[config.mk]
export PLATFORM = sky130hd
export DESIGN_NAME = esc_seq_tx
export DESIGN_NICKNAME = d
export VERILOG_FILES = /design/src/rtl/esc_seq_tx.sv
export SDC_FILE = /design/constraint.sdc
export NUM_CORES = 1
export LEC_CHECK = 0
export CAP_MARGIN = 30
export CORE_MARGIN = 4
export CORE_UTILIZATION = 46
export CTS_CLUSTER_SIZE = 25
export DETAILED_ROUTE_END_ITERATION = 6
export PLACE_DENSITY = 0.67
export SKIP_CTS_REPAIR_TIMING = 1
export SLEW_MARGIN = 20
export SYNTH_ARGS = -nofsm -noshare
export SYNTH_HDL_FRONTEND = slang
export SYNTH_SLANG_ARGS = --single-unit
[constraint.sdc]
create_clock -name clk -period 3.45 [get_ports clk]
set_input_delay 0.5175 -clock clk [delete_from_list [all_inputs] [get_ports clk]]
set_output_delay 0.5175 -clock clk [all_outputs]
set_load 0.01 [all_outputs]
[src/rtl/esc_seq_tx.sv]
// esc_seq_tx: serialises editing/key commands into VT100/ANSI byte sequences.
// Optional build macro ESC_TX_DESTRUCTIVE_BS_EN: BACKSPACE emits 08 20 08.
module esc_seq_tx #(
   parameter int unsigned GAP_CYCLES  = 0,
   parameter logic [7:0]  LEFT_FINAL  = 8'h44,
   parameter logic [7:0]  RIGHT_FINAL = 8'h43
) (
   input  logic       clk,
   input  logic       reset,
   input  logic       cmd_valid,
   output logic       cmd_ready,
   input  logic [2:0] cmd_op,
   input  logic [7:0] cmd_char,
   output logic [7:0] tx_data,
   output logic       tx_valid,
   input  logic       tx_ready,
   output logic       busy,
   output logic       seq_done
);

   typedef enum logic [1:0] {
      IDLE,
      SEND,
      GAP,
      DONE
   } state_t;

   localparam logic [2:0] OP_CHAR  = 3'd0;
   localparam logic [2:0] OP_LEFT  = 3'd1;
   localparam logic [2:0] OP_RIGHT = 3'd2;
   localparam logic [2:0] OP_DEL   = 3'd3;
   localparam logic [2:0] OP_BS    = 3'd4;
   localparam logic [2:0] OP_ENTER = 3'd5;
   localparam logic [2:0] OP_SPACE = 3'd6;
   localparam logic [2:0] OP_RSV   = 3'd7;

   // last gap-counter value before returning to SEND
   localparam logic [7:0] GAP_LAST = 8'(GAP_CYCLES - 1);

   state_t     state;
   state_t     state_nx;
   logic [2:0] op;
   logic [7:0] ch;
   logic [1:0] idx;
   logic [1:0] last;
   logic [7:0] gap_cnt;
   logic       accept;
   logic       hs;

   // byte at position i of the sequence for op o
   function automatic logic [7:0] seq_byte(
      input logic [2:0] o,
      input logic [7:0] c,
      input logic [1:0] i
   );
      seq_byte = 8'h00;
      case (o)
         OP_CHAR: seq_byte = c;
         OP_LEFT, OP_RIGHT: begin
            case (i)
               2'd0:    seq_byte = 8'h1B;
               2'd1:    seq_byte = 8'h5B;
               default: seq_byte = (o == OP_LEFT) ? LEFT_FINAL : RIGHT_FINAL;
            endcase
         end
         OP_DEL: begin
            case (i)
               2'd0:    seq_byte = 8'h1B;
               2'd1:    seq_byte = 8'h5B;
               2'd2:    seq_byte = 8'h33;
               default: seq_byte = 8'h7E;
            endcase
         end
`ifdef ESC_TX_DESTRUCTIVE_BS_EN
         OP_BS:    seq_byte = (i == 2'd1) ? 8'h20 : 8'h08;
`else
         OP_BS:    seq_byte = 8'h08;
`endif
         OP_ENTER: seq_byte = 8'h0D;
         OP_SPACE: seq_byte = 8'h20;
         default:  seq_byte = 8'h00;
      endcase
   endfunction

   // index of the final byte for op o
   function automatic logic [1:0] seq_last(input logic [2:0] o);
      seq_last = 2'd0;
      case (o)
         OP_LEFT, OP_RIGHT: seq_last = 2'd2;
         OP_DEL:            seq_last = 2'd3;
`ifdef ESC_TX_DESTRUCTIVE_BS_EN
         OP_BS:             seq_last = 2'd2;
`endif
         default:           seq_last = 2'd0;
      endcase
   endfunction

   assign last = seq_last(op);

   // state register
   always_ff @(posedge clk or posedge reset) begin
      if (reset) state <= IDLE;
      else       state <= state_nx;
   end

   // next state and handshake outputs
   always_comb begin
      state_nx  = state;
      cmd_ready = 1'b0;
      tx_valid  = 1'b0;
      busy      = 1'b1;
      seq_done  = 1'b0;
      accept    = 1'b0;
      hs        = 1'b0;
      case (state)
         IDLE: begin
            busy      = 1'b0;
            cmd_ready = !reset;
            accept    = cmd_valid && !reset;
            if (accept)
               state_nx = (cmd_op == OP_RSV) ? DONE : SEND;
         end
         SEND: begin
            tx_valid = 1'b1;
            hs       = tx_ready;
            if (hs) begin
               if (idx == last)            state_nx = DONE;
               else if (GAP_CYCLES != 0)   state_nx = GAP;
               else                        state_nx = SEND;
            end
         end
         GAP: begin
            if (gap_cnt == GAP_LAST) state_nx = SEND;
         end
         DONE: begin
            seq_done = 1'b1;
            state_nx = IDLE;
         end
         default: state_nx = IDLE;
      endcase
   end

   // command latch, byte index, gap counter and registered tx byte
   always_ff @(posedge clk or posedge reset) begin
      if (reset) begin
         op      <= 3'd0;
         ch      <= 8'h00;
         idx     <= 2'd0;
         gap_cnt <= 8'h00;
         tx_data <= 8'h00;
      end else begin
         if (accept) begin
            op      <= cmd_op;
            ch      <= cmd_char;
            idx     <= 2'd0;
            tx_data <= seq_byte(cmd_op, cmd_char, 2'd0);
         end else if (hs && idx != last) begin
            idx     <= idx + 2'd1;
            tx_data <= seq_byte(op, ch, idx + 2'd1);
         end
         if (state == GAP) gap_cnt <= gap_cnt + 8'd1;
         else              gap_cnt <= 8'h00;
      end
   end

endmodule
**After elaboration in Yosys (flattened, before gate mapping)**

Cells that the tools add are included.
W data, S select, Z words.

- Register bits: 31
- Input port bits: 15
- Output and inout port bits: 12

- Add/sub/neg operators: 2
- Eq/ne operators: 24
- Multiplexer cells: 23
- Reductions and logical operators: 11

Operators by type and width:

| operator | count |
|---|---|
| $pmux W8 S6 | 1 |
| $pmux W8 S5 | 1 |
| $mux W8 | 3 |
| $eq A3 B3 Y1 const B | 7 |
| $pmux W7 S3 | 1 |
| $mux W2 | 7 |
| $pmux W7 S2 | 1 |
| $eq A3 B2 Y1 const B | 4 |
| $add A8 B1 Y8 const B | 1 |
| $eq A8 B8 Y1 const B | 1 |
| $pmux W2 S4 | 1 |
| $eq A2 B2 Y1 const B | 3 |
| $eq A3 B1 Y1 const B | 2 |
| $logic_not A3 Y1 | 2 |
| $mux W1 | 6 |
| $ne A2 B2 Y1 const B | 3 |
| $eq A2 B1 Y1 const B | 2 |
| $logic_not A2 Y1 | 2 |
| $pmux W2 S2 | 1 |
| $mux W3 | 1 |
| $reduce_and A3 Y1 | 1 |
| $reduce_or A3 Y1 | 1 |
| $add A2 B1 Y2 const B | 1 |
| $eq A2 B2 Y1 | 1 |
| other kinds (5) | 6 |

**Logic depth before layout (Yosys ltp)**

- Depth after elaboration: 7
- Gate-level depth with buffers: 7
- Mapped depth without buffers: 7

**Worst setup path after synthesis**

OpenSTA, ideal clock, no wires.

- Kind: reg2reg
- From: reg op[2]
- To: reg tx_data[3]
- Data arrival time: 1.630 ns
- Setup slack: 1.695 ns
- Stages on the path, launching flop included: 7
- Path buffers: 2
- Period minus slack after synthesis: 1.755 ns
- Cell sequence: dfrtp_1 > buf_6 > or3b_1 > o2bb2ai_2 > o31a_4 > buf_6 > mux2_4

- Longest elaborated chain between the ends: 6
- Elaborated cells between the ends (all ways): 15
- Those cells by class: eq/ne: 7; mux: 4; reduce/logical: 4

RTL lines:

| item | RTL line | RTL |
|---|---|---|
| start: declaration | 42 | `logic [2:0] op;` |
| start signal: assignment | 153 | `op <= cmd_op;` |
| $eq A3 B1 Y1 or $eq A3 B2 Y1 (tied branches) | 57, 88 |  |
| $reduce_or A2 Y1 | 57, 88 |  |
| $pmux W2 S2 | 88 | `case (o)` |
| $ne A2 B2 Y1 | 157 | `end else if (hs && idx != last) begin` |
| $logic_and A1 B1 Y1 | 157 |  |
| $reduce_bool A2 Y1 (no source line) | -- |  |
| end signal: assignment | 156 | `tx_data <= seq_byte(cmd_op, cmd_char, 2'd0);` |
| end signal: assignment | 159 | `tx_data <= seq_byte(op, ch, idx + 2'd1);` |
| end: declaration | 14 | `output logic [7:0] tx_data,` |

Several ways; a longest one is shown, not always the timed one. The select of a mux whose other input is x is not followed.
A chain may end at the register's enable or synchronous reset.

**Final worst setup path**

- From: in cmd_valid
- To: reg tx_data[6]

- Longest elaborated chain between the ends: 3
- Elaborated cells between the ends (all ways): 4
- Those cells by class: mux: 2; reduce/logical: 2

RTL lines:

| item | RTL line | RTL |
|---|---|---|
| start: declaration | 10 | `input logic cmd_valid,` |
| $logic_and A1 B1 Y1 (*) | 119 | `accept = cmd_valid && !reset;` |
| $mux W1 (*) | 115 | `case (state)` |
| $mux W8 or $reduce_bool A2 Y1 (tied branches) | -- |  |

Mark *: on every way between the ends. The rest lies on a longest branch, timed or not.

==> out/results.ini <==
[route]
routed_wl_um = 4180
first_pass_iters = 4
drc = 0
avgRoutedWirePerCell_um = 15.5
vias_per_cell = 5.59
drt_iter0_drc = 115
vias = 1510
ant_nets = 0

[yosys]
ys_top_cells_by_area = dfrtp_1 (44%), nand2_1 (8.2%), nor2_1 (3.8%)
synth.avg_cell_area_um2 = 8.86
ys_ff_latch = 31
synth_cells = 201
ys_seq_area_frac = 0.435
synth_area_um2 = 1780
synth-edff-count = 0
synth_cell_types = 49
synth_top_area_share = 0.435
synth_flop_cell = dfrtp_1
synth-simple-area-share = 0.239
synth_area_leader_cell = dfrtp_1
synthXorXnorAreaFrac = 0.0344
synth_top_family_by_area = simple AND/OR/NAND/NOR gates
yosys_warnings = 0
synth_nets = 221
synth_compound_area_frac = 0.159
synthMuxAreaShare = 0.0351
async_flop_share = 1.00
synthAdderAreaFrac = 0.0351

[worst_hold_path]
hold_class = reg -> reg

[cts]
cts_num_sinks = 31
clk_pin_slew_ns = 0.06
numCtsBuffers = 5
clock_latency_ns = 0.28
clockBufferDepth = 2
cts_root_buf = clkbuf_8
cts-htree-levels = 2
cts_tree = built

[setup_path]
cp-start-kind = primary input
path_class = in -> reg
worstSetupEndpointType = flip-flop
worstPathArrival_ns = 2.46
required_ns = 3.68
worstPathMaxFanout = 21

[sta]
fmax_ghz = 0.449
worst_pin_slew_ns = 0.716
finalCritPeriodShare = 0.646
finalSetupTns_ns = 0
final_hold_viol_count = 0
post-route-min-period_ns = 2.23
relSlewSlack = 0.521
drv_slew = 0
rsz0062_at_grt = false
final-setup-viol-count = 0
finalClockSkew_ns = 0.00632

[cells_and_area]
layout.cells.most_common_list = nand2_1 (39), dfrtp_1 (31), clkdlybuf4s50_1 (26)
final_util = 0.574
syn_to_final_growth_pct = 18.9
final_nets = 243
layout_commonest_cell = nand2_1
drive_gt1_frac = 0.0811
fillCellCount = 344
antenna_cells = 0

[global_routing]
grt_max_degree = 32
first_global_vias = 1462
antenna_found_initial = 0
grt_pass1_wl_um = 7110
grtUsageTotal = 0.181
grt-ovfl-total = 0

[floorplan]
row_count = 22
die_area_um2 = 4930
die_w_um = 70.2
core_um2 = 3690
io_pins = 27
start_util = 0.483
dieHeight_um = 70.2

[placed_design]
portBuffers = 26
gp_congestion = 0.880
dp_hpwl_um = 2990

[status]
status = complete, no violations

[power_and_ir_drop]
powerDensity_nw_per_um2 = 806
p_leak_nw = 0.935
vdd_drop_max_mv = 0.352

[run]
drv_cap = 0

-- worst paths after layout --
check / cells past startpoint / endpoint / startpoint / slack [ns]
setup reg to reg: 4 / tx_data[5]$_DFFE_PP0P_ / op[0]$_DFFE_PP0P_ / 1.38
setup / recovery: 6 / tx_data[6]$_DFFE_PP0P_ / cmd_valid / 1.22
max in group asynchronous: 3 / ch[5]$_DFFE_PP0P_ / reset / 2.44
hold reg to reg: 2 / ch[5]$_DFFE_PP0P_ / ch[5]$_DFFE_PP0P_ / 0.47
hold / removal: 2 / ch[5]$_DFFE_PP0P_ / ch[5]$_DFFE_PP0P_ / 0.47
min in group asynchronous: 3 / state[1]$_DFFE_PP0P_ / reset / 0.71
-- power breakdown --
group,switching (mW),total [mW],internal (mW)
registers,0.163,0.657,0.494
logic,0.386,0.793,0.406
clock network,0.124,0.258,0.134
-- state kept, by name (all words and copies together), names as in the netlist --
signal,cells
ch,8
gap_cnt,8
idx,2
op,3
state,2
tx_data,8
-- logic make-up (layout without fill, tap and decap cells) --
| family | count (synthesis) | count (layout) |
|---|---|---|
| AO/OA/AOI/OAI | 39 | 39 |
| adder cells (fa/ha/maj) | 5 | 5 |
| AND/OR/NAND/NOR | 91 | 91 |
| XOR/XNOR | 7 | 7 |
| multiplexers | 5 | 5 |
| flip-flops | 31 | 31 |
| buffers and inverters | 23 | 44 |
-- layer usage --
layer | share of wire | up-vias | track usage
met5 | 0 | - | 0
met4 | 0.0057 | 0 | 0.0511
met3 | 0.065 | 2 | 0.0532
met2 | 0.46 | 53 | 0.264
met1 | 0.47 | 726 | 0.260
li1 | - | 729 | -
-- through the flow --
step | instances | hold slack (ns) | setup slack (ns) | total power [mW] | cell area, um2
CTS | 270 | 0.476 | 1.23 | 1.71 | 2120
finish | 270 | 0.472 | 1.22 | 1.71 | 2120
detailed placement | 264 | 0.460 | 0.937 | 1.45 | 2050
floorplan | 201 | 0.437 | 1.70 | 1.20 | 1780
global route | 270 | 0.503 | 1.04 | 1.84 | 2120
global placement | 264 | 0.459 | 1.00 | 1.42 | 2050
-- synthesized netlist by cell type, types with 4 or more instances --
library cell	number
xor2_1	5
nand3_1	5
ha_1	5
inv_1	10
nand2_1	39
nor2_1	18
o21ai_0	10
clkbuf_1	7
a211oi_1	4
nor3_1	8
nor4_1	4
dfrtp_1	31
a21oi_1	6
-- worst max-delay path, cell delays in order --
cell	delay, ns
clkdlybuf4s50_1	0.48
nor2b_1	0.19
nand2_1	0.45
nor4_1	0.47
a22o_1	0.20
mux2_2	0.13
-- layout make-up --
| cell class | count | area, um2 | share of cell area |
|---|---|---|---|
| Tap cell | 48 | 60.1 | 0.0284 |
| Sequential cell | 31 | 776 | 0.366 |
| Multi-Input combinational cell | 147 | 897 | 0.424 |
| Inverter | 10 | 37.5 | 0.0177 |
| Clock buffer | 6 | 72.6 | 0.0343 |
| Timing Repair Buffer | 28 | 275 | 0.130 |
Power figures use the tool's default switching activity.
